===== src/rtl/gpio_ctrl_div_pkg.sv =====
// Shared constants for the front-panel GPIO conditioning slice.
// Board masks and the divider counter width helper live here.
package gpio_ctrl_div_pkg;

    localparam int GPIO_REG_WIDTH_DFLT = 12;

    localparam logic [11:0] SYNC_OUT_MASK = 12'h555;
    localparam logic [11:0] TX_OUT_MASK   = 12'h800;
    localparam logic [11:0] BRD_IN_MASK   = 12'h022;
    localparam logic [11:0] BRD_DDR       = SYNC_OUT_MASK | TX_OUT_MASK;

    // Counter must hold 0..n-1; n+1 keeps the width sane for n=1.
    function automatic int cnt_width(input int n);
        return $clog2(n + 1);
    endfunction

endpackage


===== src/rtl/clk_div_en.sv =====
// Clock-enable divider: free-running counter, one-cycle tick on the last count,
// and a registered divided clock low for N/2 cycles then high for the rest.
module clk_div_en
    import gpio_ctrl_div_pkg::*;
#(
    parameter int N = 10
) (
    input  logic clk,
    input  logic reset,
    output logic tick,
    output logic div_clk
);

    localparam int CW = cnt_width(N);
    localparam logic [CW-1:0] LAST = CW'(N - 1);
    localparam logic [CW-1:0] HALF = CW'(N / 2);

    logic [CW-1:0] cnt;
    logic [CW-1:0] cnt_next;

    always_comb begin
        cnt_next = (cnt == LAST) ? '0 : cnt + CW'(1);
    end

    assign tick = (cnt == LAST);

    // div_clk is computed from the next count so it stays phase-aligned with cnt.
    always_ff @(posedge clk) begin
        if (reset) begin
            cnt     <= '0;
            div_clk <= 1'b0;
        end else begin
            cnt     <= cnt_next;
            div_clk <= (N > 1) && (cnt_next >= HALF);
        end
    end

endmodule


===== src/rtl/gpio_ctrl_div.sv =====
// Front-panel GPIO conditioning: masked output register, two-flop input
// synchronizer and masked input register, both refreshed on the divider tick.
module gpio_ctrl_div
    import gpio_ctrl_div_pkg::*;
#(
    parameter int                        GPIO_REG_WIDTH = GPIO_REG_WIDTH_DFLT,
    parameter int                        CLK_DIV_FAC    = 10,
    parameter logic [GPIO_REG_WIDTH-1:0] OUT_MASK       = '0,
    parameter logic [GPIO_REG_WIDTH-1:0] IN_MASK        = '0,
    parameter logic [GPIO_REG_WIDTH-1:0] IO_DDR         = '0
) (
    input  logic                      clk,
    input  logic                      reset,
    input  logic [GPIO_REG_WIDTH-1:0] gpio_out,
    input  logic [GPIO_REG_WIDTH-1:0] fp_gpio_in,
    output logic [GPIO_REG_WIDTH-1:0] fp_gpio_out,
    output logic [GPIO_REG_WIDTH-1:0] fp_gpio_ddr,
    output logic [GPIO_REG_WIDTH-1:0] gpio_in,
    output logic                      div_clk,
    output logic                      tick
);

    logic [GPIO_REG_WIDTH-1:0] s1;
    logic [GPIO_REG_WIDTH-1:0] s2;

    clk_div_en #(
        .N(CLK_DIV_FAC)
    ) u_div (
        .clk    (clk),
        .reset  (reset),
        .tick   (tick),
        .div_clk(div_clk)
    );

    assign fp_gpio_ddr = IO_DDR;

    always_ff @(posedge clk) begin
        if (reset) begin
            s1 <= '0;
            s2 <= '0;
        end else begin
            s1 <= fp_gpio_in;
            s2 <= s1;
        end
    end

    always_ff @(posedge clk) begin
        if (reset) begin
            fp_gpio_out <= '0;
            gpio_in     <= '0;
        end else if (tick) begin
            fp_gpio_out <= gpio_out & OUT_MASK;
            gpio_in     <= s2 & IN_MASK;
        end
    end

endmodule


===== config.mk =====
export PLATFORM = sky130hd
export DESIGN_NAME = gpio_ctrl_div
export DESIGN_NICKNAME = d
export VERILOG_FILES = /design/src/rtl/gpio_ctrl_div_pkg.sv /design/src/rtl/clk_div_en.sv /design/src/rtl/gpio_ctrl_div.sv
export SDC_FILE = /design/constraint.sdc
export NUM_CORES = 1
export LEC_CHECK = 0
export CORE_UTILIZATION = 28
export DETAILED_ROUTE_END_ITERATION = 16
export GPL_TIMING_DRIVEN = 0
export PLACE_DENSITY = 0.85
export SYNTH_ARGS = -nofsm -noshare
export SYNTH_HDL_FRONTEND = slang
export SYNTH_SLANG_ARGS = --single-unit

===== constraint.sdc =====
create_clock -name clk -period 3.1 [get_ports clk]
set_input_delay 0.62 -clock clk [delete_from_list [all_inputs] [get_ports clk]]
set_output_delay 0.62 -clock clk [all_outputs]
set_load 0.03 [all_outputs]

==> impl_results.md <==
- Cell taking the most area after synthesis: buf_4
- Post-DP HPWL: 708 um
- Width of the chip: 45.6 um
- Top FF cell, synth: dfxtp_1
- DR iter-0 viols: 0
- Cells after synthesis: 63
- Post-route insts no fill: 130
- Largest net degree at the start of global routing: 7
- Cell Area, Synth: 532 um^2
- Share of cells above drive strength 1: 40.0%
- Clk_skew: 0.00469 ns
- Launching element type of the critical path: register
- Vias: 404
- Critical Path RT: 2.48 ns
- Hold Crit Start: u_div.cnt[0]
- PortBufs: 3
- Root Buffer: clkbuf_4
- Count leader, synth: buf_4
- Min cycle time layout: 2.40 ns
- Avg Vias per Cell: 3.11
- Maximum root-to-sink buffer count: 2
- H-Tree Depth: 1
- Global-route usage over all layers: 8.60%
- Count of final max-slew check failures: 0
- Crit. End Element: output port
- Dominant cells by area after synthesis: buf_4 51%, dfxtp_1 19%, ha_1 7.1%
- Maximum operating frequency: 417 MHz
- CTS sink count: 5
- Endpoints failing hold: 0
- DIE HEIGHT: 45.6 um
- Flops & latches, synth: 5
- Crit path cell chain: ha_1, nand3b_1, inv_1, clkdlybuf4s50_1
- Worst-path clk slew: 0.04 ns
- Vias in the first global route: 331
- Rows: 15
- Leakage: 0.000466 uW
- WS Path Type: register to output port
- Hold bufs inserted after CTS: 0
- Area Growth Syn to Fin: 41.2%
- DIE AREA: 0.00208 mm^2
- Most frequent cells after synthesis: 36 x buf_4, 5 x dfxtp_1, 5 x inv_1, 3 x ha_1, 2 x a21oi_1
- Async set or reset register ratio after synthesis: 0%
- Wirelength per Cell: 6.43 um
- Post-synth cell types: 17
- Cells on Worst Hold Path: 1
- First-pass GRT wire length: 1210 um
- Antenna Nets Post-Route: 0
- Final Cell Area: 751 um^2
- Worst hold path class: register to register
- R2R setup slack: 1.83 ns
- Io pins: 64
- DRT Pass-1 Iters: 1
- Antenna cells: 0
- Slowest cell delay on critical path: 0.67 ns
- Max_cap viols: 0
- DRC viols: 0
- Num CTS Buffers: 3
- Pwr/cell area: 350 mW/mm^2
- Hold Path End: u_div.cnt[0]
- # setup viols final: 0
- Initial Util: 30.5%
- Post-DP Area: 724 um^2
- Post-CTS Setup Inserts: 0
- Worst flop-to-flop path startpoint: u_div.cnt[1]
- Initial antenna violation count: 0
- EDFF count, synth: 0
- Total core area: 0.00175 mm^2
- Status: completed
- Post-synth top area share: 50.8%
- R2r worst-path depth: 5
- Mapped Avg Cell Area: 8.44 um^2
- CP max FO: 6
- Synthesis warning total: 0
- Final net count: 135
- Worst-Skew Late Latency: 0.24 ns
- Final period utilization: 77.4%
- Arr. time, crit path: 1.78 ns
- Max rail drop VDD: 0.224 mV
- Final setup TNS: 0 ns
- Slowest-stage cell, CP: clkdlybuf4s50_1
- R2R Path End: u_div.div_clk
- Placed cell count: 126
- Post-cts sizing count: 0
- CTS tree: yes
- Sequential area share after synthesis: 18.8%
- Final total power: 263 uW
- GPL Wtd Cong: 0.573
- Total congestion overflow: 0
- Unrepaired setup endpoints after global routing: false
- Hold Slack: 0.577 ns
- WL final: 836 um
- Fill count: 168
-- sequential cells by signal, indices dropped and copies added, names as in the netlist --
| register | flops |
|---|---|
| u_div.div_clk | 1 |
| u_div.cnt | 4 |
-- worst max-delay path: cells and delay by family (launching register included) --
kind | cells | cell delay, ns
flops | 1 | 0.44
buf+inv | 2 | 0.76
fa+ha+maj | 1 | 0.23
simple gates | 1 | 0.12
-- per-layer routing --
metal	track usage (%)	part of all wire, %	up-vias
met2	15.4	59	20
li1	-	-	211
met3	2.78	6.6	2
met5	0	0	-
met1	6.68	32	171
met4	9.70	1.7	0
-- through the flow --
stage / utilization [%] / setup slack, ns
2_1_floorplan: - / 1.58
3_3_place_gp: 41.5 / 1.00
3_5_place_dp: 41.5 / 0.977
4_1_cts: 43.0 / 0.705
5_1_grt: 43.0 / 0.622
6_report: 43.0 / 0.701
-- layout make-up --
cell class / count / area [um^2] / share of cell area [%]
multi-input cells: 52 / 274 / 36.5
plain buffers: 36 / 270 / 36.0
flip-flops and latches: 5 / 100 / 13.3
well taps: 25 / 31.3 / 4.17
repair buffers: 3 / 30.0 / 4.00
clock buffers: 4 / 26.3 / 3.50
inverters: 5 / 18.8 / 2.50
-- cells by family (layout without fill, tap and decap cells) --
logic type                 Yosys count  count (layout)  synth area share [%]
adders and majority gates            3               3                  7.06
muxes                                1               1                  1.88
other                                1              36                 0.705
buffers and inverters               41              48                  54.4
DFF                                  5               5                  18.8
AOI/OAI and AO/OA                    4               4                  7.29
and+or+nand+nor                      8               8                  9.88
-- worst max path at each step --
stage	startpoint	end	slack, ns	cells past startpoint
after CTS	u_div.cnt[0]	tick	0.70	4
final	u_div.cnt[0]	tick	0.70	4
after floorplan	u_div.cnt[0]	tick	1.58	3
after detailed placement	u_div.cnt[0]	tick	0.98	4
after global routing	u_div.cnt[0]	tick	0.62	4
after global placement	u_div.cnt[0]	tick	1.00	4
-- where the power goes --
group / total [uW] / internal, uW / switching [uW]
Combinational: 114 / 39.5 / 74.0
Sequential: 73.6 / 68.6 / 5.03
Clock: 75.4 / 48.7 / 26.8
-- cells in the final DEF, fill, tap and decap left out --
cell / count
o31ai_2: 1
nand2b_1: 1
clkbuf_4: 3
nor2b_2: 1
a32oi_2: 1
dfxtp_1: 5
nor2_1: 1
nand3_1: 1
nor3_1: 1
clkbuf_1: 1
mux2i_1: 1
ha_1: 3
clkdlybuf4s50_1: 3
inv_1: 5
conb_1: 36
buf_4: 36
a21oi_1: 2
nand3b_1: 1
and3_1: 1
and4b_1: 1
Power figures use the tool's default switching activity.
